<file path="config.mk">
export PLATFORM = sky130hd
export DESIGN_NAME = com_bus_arbiter
export DESIGN_NICKNAME = d
export VERILOG_FILES = /design/src/rtl/com_bus_arb_pkg.sv /design/src/rtl/rr_picker.sv /design/src/rtl/com_bus_arbiter.sv
export SDC_FILE = /design/constraint.sdc
export NUM_CORES = 1
export LEC_CHECK = 0
export BUFFER_PORTS_ARGS = -buffer_cell sky130_fd_sc_hd__buf_2
export CORE_ASPECT_RATIO = 1.4
export CORE_MARGIN = 10
export CORE_UTILIZATION = 55
export CTS_BUF_LIST = sky130_fd_sc_hd__clkbuf_4 sky130_fd_sc_hd__clkbuf_8
export DETAILED_ROUTE_END_ITERATION = 16
export GPL_TIMING_DRIVEN = 0
export PLACE_DENSITY_LB_ADDON = 0.25
export SLEW_MARGIN = 20
export SYNTH_ARGS = -nofsm -noshare
export SYNTH_HDL_FRONTEND = slang
export SYNTH_SLANG_ARGS = --single-unit
</file>
<file path="constraint.sdc">
create_clock -name clk -period 3.8 [get_ports clk]
set_input_delay 0.19 -clock clk [delete_from_list [all_inputs] [get_ports clk]]
set_output_delay 0.19 -clock clk [all_outputs]
set_load 0.1 [all_outputs]
</file>
<file path="src/rtl/com_bus_arb_pkg.sv">
// Shared constants, FSM state type and index helpers for the common-bus arbiter.
package com_bus_arb_pkg;

    localparam int CORES   = 4;
    localparam int NUM_REQ = 2 * CORES;
    localparam int IDX_W   = $clog2(NUM_REQ);

    typedef enum logic [1:0] {
        IDLE,
        OWN,
        OWN_SNP,
        OWN_MEM
    } arb_state_t;

    function automatic logic [IDX_W-1:0] onehot_to_idx(input logic [NUM_REQ-1:0] oh);
        logic [IDX_W-1:0] idx;
        idx = '0;
        for (int i = 0; i < NUM_REQ; i++) begin
            if (oh[i]) idx = idx | IDX_W'(i);
        end
        return idx;
    endfunction

    // Round-robin pointer advance, wrapping at the last requester.
    function automatic logic [IDX_W-1:0] next_idx(input logic [IDX_W-1:0] i);
        return (int'(i) == NUM_REQ - 1) ? '0 : i + 1'b1;
    endfunction

endpackage

</file>
<file path="src/rtl/rr_picker.sv">
// Combinational round-robin selector: first set request at or after ptr, wrapping.
module rr_picker #(
    parameter int NUM_REQ = 8,
    localparam int IDX_W  = $clog2(NUM_REQ)
) (
    input  logic [NUM_REQ-1:0] req,
    input  logic [IDX_W-1:0]   ptr,
    output logic               valid,
    output logic [IDX_W-1:0]   winner,
    output logic [NUM_REQ-1:0] onehot
);

    always_comb begin
        int               k;
        logic [IDX_W-1:0] cand;
        valid  = 1'b0;
        winner = '0;
        onehot = '0;
        for (int i = 0; i < NUM_REQ; i++) begin
            k = int'(ptr) + i;
            if (k >= NUM_REQ) k = k - NUM_REQ;
            cand = IDX_W'(k);
            if (!valid && req[cand]) begin
                valid  = 1'b1;
                winner = cand;
            end
        end
        onehot[winner] = valid;
    end

endmodule

</file>
<file path="src/rtl/com_bus_arbiter.sv">
// Two-level common-bus arbiter: round-robin primary owner among 8 caches,
// plus one nested snoop-or-memory grant at a time while the bus is owned.
module com_bus_arbiter
    import com_bus_arb_pkg::*;
(
    input  logic               clk,
    input  logic               rst,
    input  logic [NUM_REQ-1:0] Com_Bus_Req_proc,
    input  logic [NUM_REQ-1:0] Com_Bus_Req_snoop,
    input  logic               Mem_snoop_req,
    output logic [NUM_REQ-1:0] Com_Bus_Gnt_proc,
    output logic [NUM_REQ-1:0] Com_Bus_Gnt_snoop,
    output logic               Mem_snoop_gnt,
    output logic [IDX_W-1:0]   Bus_owner,
    output logic               Bus_busy,
    output logic               Protocol_err
);

    arb_state_t         state_reg, state_next;
    logic [NUM_REQ-1:0] gnt_proc_reg, gnt_proc_next;
    logic [NUM_REQ-1:0] gnt_snoop_reg, gnt_snoop_next;
    logic               mem_gnt_reg, mem_gnt_next;
    logic [IDX_W-1:0]   owner_reg, owner_next;
    logic               busy_reg, busy_next;
    logic               err_reg, err_next;
    logic [IDX_W-1:0]   proc_ptr_reg, proc_ptr_next;
    logic [IDX_W-1:0]   snp_ptr_reg, snp_ptr_next;

    logic [NUM_REQ-1:0] snoop_elig;
    logic               proc_valid, snp_valid;
    logic [IDX_W-1:0]   proc_winner, snp_winner, snp_holder;
    logic [NUM_REQ-1:0] proc_onehot, snp_onehot;

    // The owner can never be its own snooper; its snoop request is masked out.
    generate
        for (genvar gi = 0; gi < NUM_REQ; gi++) begin : g_snoop_mask
            assign snoop_elig[gi] = Com_Bus_Req_snoop[gi] && (owner_reg != IDX_W'(gi));
        end
    endgenerate

    rr_picker #(.NUM_REQ(NUM_REQ)) u_proc_pick (
        .req    (Com_Bus_Req_proc),
        .ptr    (proc_ptr_reg),
        .valid  (proc_valid),
        .winner (proc_winner),
        .onehot (proc_onehot)
    );

    rr_picker #(.NUM_REQ(NUM_REQ)) u_snp_pick (
        .req    (snoop_elig),
        .ptr    (snp_ptr_reg),
        .valid  (snp_valid),
        .winner (snp_winner),
        .onehot (snp_onehot)
    );

    assign snp_holder = onehot_to_idx(gnt_snoop_reg);

    always_ff @(posedge clk) begin
        if (rst) begin
            state_reg     <= IDLE;
            gnt_proc_reg  <= '0;
            gnt_snoop_reg <= '0;
            mem_gnt_reg   <= 1'b0;
            owner_reg     <= '0;
            busy_reg      <= 1'b0;
            err_reg       <= 1'b0;
            proc_ptr_reg  <= '0;
            snp_ptr_reg   <= '0;
        end else begin
            state_reg     <= state_next;
            gnt_proc_reg  <= gnt_proc_next;
            gnt_snoop_reg <= gnt_snoop_next;
            mem_gnt_reg   <= mem_gnt_next;
            owner_reg     <= owner_next;
            busy_reg      <= busy_next;
            err_reg       <= err_next;
            proc_ptr_reg  <= proc_ptr_next;
            snp_ptr_reg   <= snp_ptr_next;
        end
    end

    // Nested grants take precedence over release; release is only seen from OWN.
    always_comb begin
        state_next = state_reg;
        unique case (state_reg)
            IDLE:    if (proc_valid) state_next = OWN;
            OWN: begin
                if (snp_valid)                         state_next = OWN_SNP;
                else if (Mem_snoop_req)                state_next = OWN_MEM;
                else if (!Com_Bus_Req_proc[owner_reg]) state_next = IDLE;
            end
            OWN_SNP: if (!Com_Bus_Req_snoop[snp_holder]) state_next = OWN;
            OWN_MEM: if (!Mem_snoop_req)                 state_next = OWN;
            default: state_next = IDLE;
        endcase
    end

    always_comb begin
        gnt_proc_next  = gnt_proc_reg;
        gnt_snoop_next = gnt_snoop_reg;
        mem_gnt_next   = mem_gnt_reg;
        owner_next     = owner_reg;
        busy_next      = busy_reg;
        proc_ptr_next  = proc_ptr_reg;
        snp_ptr_next   = snp_ptr_reg;
        err_next       = err_reg
                       | ((state_reg == IDLE) && ((|Com_Bus_Req_snoop) || Mem_snoop_req))
                       | (busy_reg && Com_Bus_Req_snoop[owner_reg]);
        unique case (state_reg)
            IDLE: begin
                if (proc_valid) begin
                    gnt_proc_next = proc_onehot;
                    owner_next    = proc_winner;
                    busy_next     = 1'b1;
                    proc_ptr_next = next_idx(proc_winner);
                end
            end
            OWN: begin
                if (snp_valid) begin
                    gnt_snoop_next = snp_onehot;
                    snp_ptr_next   = next_idx(snp_winner);
                end else if (Mem_snoop_req) begin
                    mem_gnt_next = 1'b1;
                end else if (!Com_Bus_Req_proc[owner_reg]) begin
                    gnt_proc_next = '0;
                    busy_next     = 1'b0;
                end
            end
            OWN_SNP: if (!Com_Bus_Req_snoop[snp_holder]) gnt_snoop_next = '0;
            OWN_MEM: if (!Mem_snoop_req)                 mem_gnt_next   = 1'b0;
            default: ;
        endcase
    end

    always_ff @(posedge clk) begin
        if (!rst) begin
            assert ($onehot0(gnt_proc_reg));
            assert ($onehot0(gnt_snoop_reg));
            assert (!(mem_gnt_reg && (|gnt_snoop_reg)));
        end
    end

    assign Com_Bus_Gnt_proc  = gnt_proc_reg;
    assign Com_Bus_Gnt_snoop = gnt_snoop_reg;
    assign Mem_snoop_gnt     = mem_gnt_reg;
    assign Bus_owner         = owner_reg;
    assign Bus_busy          = busy_reg;
    assign Protocol_err      = err_reg;

endmodule

</file>
==> results summary <==
The max-slew violation count is 0. In this run the tool buffered the top-level ports with 39 buffer cells. The final route contains 3322 vias. The wire length of the first global-routing pass came out at 15.0 mm.

The layout net count came out at 446. The count of final hold-check violations is 0. The launch instance of the worst register-to-register path is proc_ptr_reg[1]. Counting both buffers and inverters, the worst setup path holds a total of 2. After synthesis, the cell types taking the most area are sky130_fd_sc_hd__dfxtp_1 18%, sky130_fd_sc_hd__mux4_2 14%, sky130_fd_sc_hd__mux2i_1 7.0%. The worst pin sits at a relative slew slack of 55.7%. The placed cell count came out at 477.

The total number of yosys warnings is 0. The buffer levels on the longest clock path is 2. The overall die area came out at 0.00951 mm2. The tree is rooted in a sky130_fd_sc_hd__clkbuf_8.

TritonCTS built the clock tree. The worst-margin pin slew is 0.658 ns. The global router's overall resource usage is 18.3%. The core region is 0.00582 mm2.

The total DRC errors in the routed layout is 0. Synthesis inferred 30 register bits. The path type of the worst setup path is flop to flop.

The remaining global-route overflow is 0. After synthesis the cells add up to 0.00329 mm2. The number of nets produced by synthesis came out at 395. The row count came out at 33. The number of max-cap violations is 0. Detailed placement ended at an HPWL of 7.07 mm. In the synthesized netlist the dominant register cell turns out to be sky130_fd_sc_hd__dfxtp_1.

The filler cell count is 506. The mean instance size in the synthesized netlist came out at 8.94 um2. The clock sink count came out at 30. After synthesis, the largest area contributor takes up 18.3% of total cell area. The required time of the worst setup path came out at 4.00 ns. The cell type of the slowest stage on the worst timing path is sky130_fd_sc_hd__mux4_2. The filler-free cell count of the finished design came out at 490. Data on the critical path arrives at its endpoint at 3.88 ns.

The run finished with clean final reports. In the routed layout, each cell is associated on average with a via count of 6.78. The launch point of the critical path is proc_ptr_reg[1]. The wire length reported by the detailed router is 9.22 mm. The total of endpoints with negative setup slack in the final report came out at 0. Grouping stages by cell kind, the critical path spends the most delay in multiplexers. The cell that appears most often on the critical path is sky130_fd_sc_hd__ha_1. The number of enable flip-flop cells after synthesis came out at 0. The detailed router's first-iteration violation count came out at 211. STA classifies the critical path endpoint as a flop.

The largest net degree at the start of global routing is 11. The vertical extent of the die came out at 111 um. The number of I/O pins is 41. The initial utilization of the core area, before any placement, comes to 56.5%. The clock skew after layout came out at 0.00233 ns. The area added between synthesis and finish is 15.9%. STA classifies the critical path startpoint as a flop. Of the cells placed in the final design, the portion with a size suffix greater than 1 is 30.7%. The routed wirelength normalized by instance count is 18.8 um.

Setup repair after global routing could not meet its margin everywhere. The number of antenna-violating nets in the routed design is 0. The post-layout minimum cycle time came out at 3.68 ns. The weighted congestion reported at the end of routability-driven placement is 0.984.

The share of async-settable or async-resettable flops after synthesis is 0%. The number of antenna violations at the first check in global routing is 0. For this run, the top clock speed supported by timing is 0.272 GHz.

The final antenna diode count came out at 0. The peak per-stage delay on the critical path is 0.61 ns. The number of levels in the clock H-tree is 2.

The horizontal die dimension came out at 85.3 um. The ratio of final minimum period to clock period came out at 96.7%. sky130_fd_sc_hd__dfxtp_1 takes more of the synthesized area than any other cell. The number of standard cells after synthesis is 368.

The highest fanout seen on the critical path is 10. The startpoint identified for the worst hold timing path is rst. The tightest min-delay check is of the input port to flop type. Traced cell by cell, the critical path runs through buf_4 -> inv_1 -> ha_4 -> mux4_2 -> mux2i_1 -> a22oi_1 -> nor2_2 -> a32o_1 -> o22ai_2 -> ha_1 -> ha_1 -> or3_1 -> a21oi_1. The portion of the post-synthesis area used by sequential elements came out at 18.3%.

The first TritonRoute pass finished after 7 iterations. Buffers inserted during clock tree synthesis total 5. The clock transition at the registers of the reported paths came out at 0.06 ns. The via count of the first global-routing pass came out at 3244. The number of different library cells in the post-synthesis netlist is 74. The cts-stage hold buffer count came out at 0. The later-pin clock latency in the skew report is 0.28 ns.
## worst paths after layout
path,endpoint,slack (ns),cells past startpoint
worst min register to register,Com_Bus_Gnt_snoop[0],0.46,2
worst max register to register,proc_ptr_reg[0],0.12,13
worst min-delay path,Bus_busy,0.22,2
worst max-delay path,proc_ptr_reg[0],0.12,13
## cell families (layout without fill, tap and decap cells)
kind of cell	Yosys count	count (layout)	share of synthesized area, %
simple gates	108	108	16.3
xor+xnor	8	8	3.50
flops	30	30	18.3
mux	54	54	24.6
compound gates	126	126	29.3
fa+ha+maj	8	8	3.04
buf+inv	34	86	5.06
## cells in the mapped netlist (4+ instances only)
| cell type | instances |
|---|---|
| sky130_fd_sc_hd__a31oi_1 | 4 |
| sky130_fd_sc_hd__a211oi_1 | 11 |
| sky130_fd_sc_hd__mux2_2 | 7 |
| sky130_fd_sc_hd__o211ai_1 | 6 |
| sky130_fd_sc_hd__nor2b_1 | 5 |
| sky130_fd_sc_hd__ha_1 | 8 |
| sky130_fd_sc_hd__a22oi_1 | 5 |
| sky130_fd_sc_hd__nor2_1 | 32 |
| sky130_fd_sc_hd__nor3_1 | 4 |
| sky130_fd_sc_hd__nand2b_1 | 10 |
| sky130_fd_sc_hd__a221oi_1 | 4 |
| sky130_fd_sc_hd__dfxtp_1 | 30 |
| sky130_fd_sc_hd__buf_2 | 7 |
| sky130_fd_sc_hd__o21bai_1 | 4 |
| sky130_fd_sc_hd__o31ai_1 | 7 |
| sky130_fd_sc_hd__clkbuf_1 | 4 |
| sky130_fd_sc_hd__mux4_2 | 20 |
| sky130_fd_sc_hd__a32o_1 | 10 |
| sky130_fd_sc_hd__nand3_1 | 8 |
| sky130_fd_sc_hd__o21ai_0 | 11 |
| sky130_fd_sc_hd__nor4_1 | 5 |
| sky130_fd_sc_hd__mux2i_1 | 23 |
| sky130_fd_sc_hd__inv_1 | 12 |
| sky130_fd_sc_hd__o21a_1 | 4 |
| sky130_fd_sc_hd__a21oi_1 | 27 |
| sky130_fd_sc_hd__nand2_1 | 28 |
## per-layer routing
layer  GRT usage (%)  vias to the layer above  wire [um]
li1                -                     1552          -
met1            19.5                     1593       3470
met2            34.3                      150       4950
met3            3.65                       27        493
met4            5.62                        0        305
met5               0                        -          0
## final cells by class
| type | count | area, um2 | area share (%) |
|---|---|---|---|
| sequential | 30 | 604 | 15.9 |
| clock buffer | 7 | 90.1 | 2.36 |
| clock inverter | 1 | 5.00 | 0.131 |
| buffer | 16 | 106 | 2.79 |
| inverter | 16 | 67.6 | 1.77 |
| timing repair buffer | 46 | 248 | 6.50 |
| multi-input combinational | 304 | 2600 | 68.3 |
| tap | 70 | 87.6 | 2.30 |
## what timing repair did
item	4_1_cts	5_1_grt
endpoints found under the hold margin	0	0
buffers inserted	2	5
resized for setup	13	7
pin swaps	0	5
endpoints found under the setup margin	15	4
## placed cells by master (no fill, tap or decap), types with 9 or more instances in the layout
cell,instances
sky130_fd_sc_hd__inv_1,12
sky130_fd_sc_hd__mux2i_1,23
sky130_fd_sc_hd__mux4_2,20
sky130_fd_sc_hd__buf_4,9
sky130_fd_sc_hd__nor2_1,31
sky130_fd_sc_hd__a32o_1,10
sky130_fd_sc_hd__o21ai_0,11
sky130_fd_sc_hd__a211oi_1,11
sky130_fd_sc_hd__dfxtp_1,27
sky130_fd_sc_hd__nand2b_1,10
sky130_fd_sc_hd__nand2_1,28
sky130_fd_sc_hd__buf_2,45
sky130_fd_sc_hd__a21oi_1,27
## per-stage QoR
step	instance area [um2]	worst slack [ns]	TNS, ns	hold WS (ns)	utilization (%)
after floorplan	3290	0.00394	0	0.395	-
after global placement	3570	-0.481	-3.28	0.430	61.4
after detailed placement	3570	-0.573	-3.98	0.441	61.4
after CTS	3750	0.0247	0	0.214	64.3
after global routing	3810	-0.0422	-0.0612	0.230	65.5
final	3810	0.125	0	0.222	65.5
Power is not shown: default switching activity piles up to over one toggle a cycle in this logic, so the estimate is an artifact.
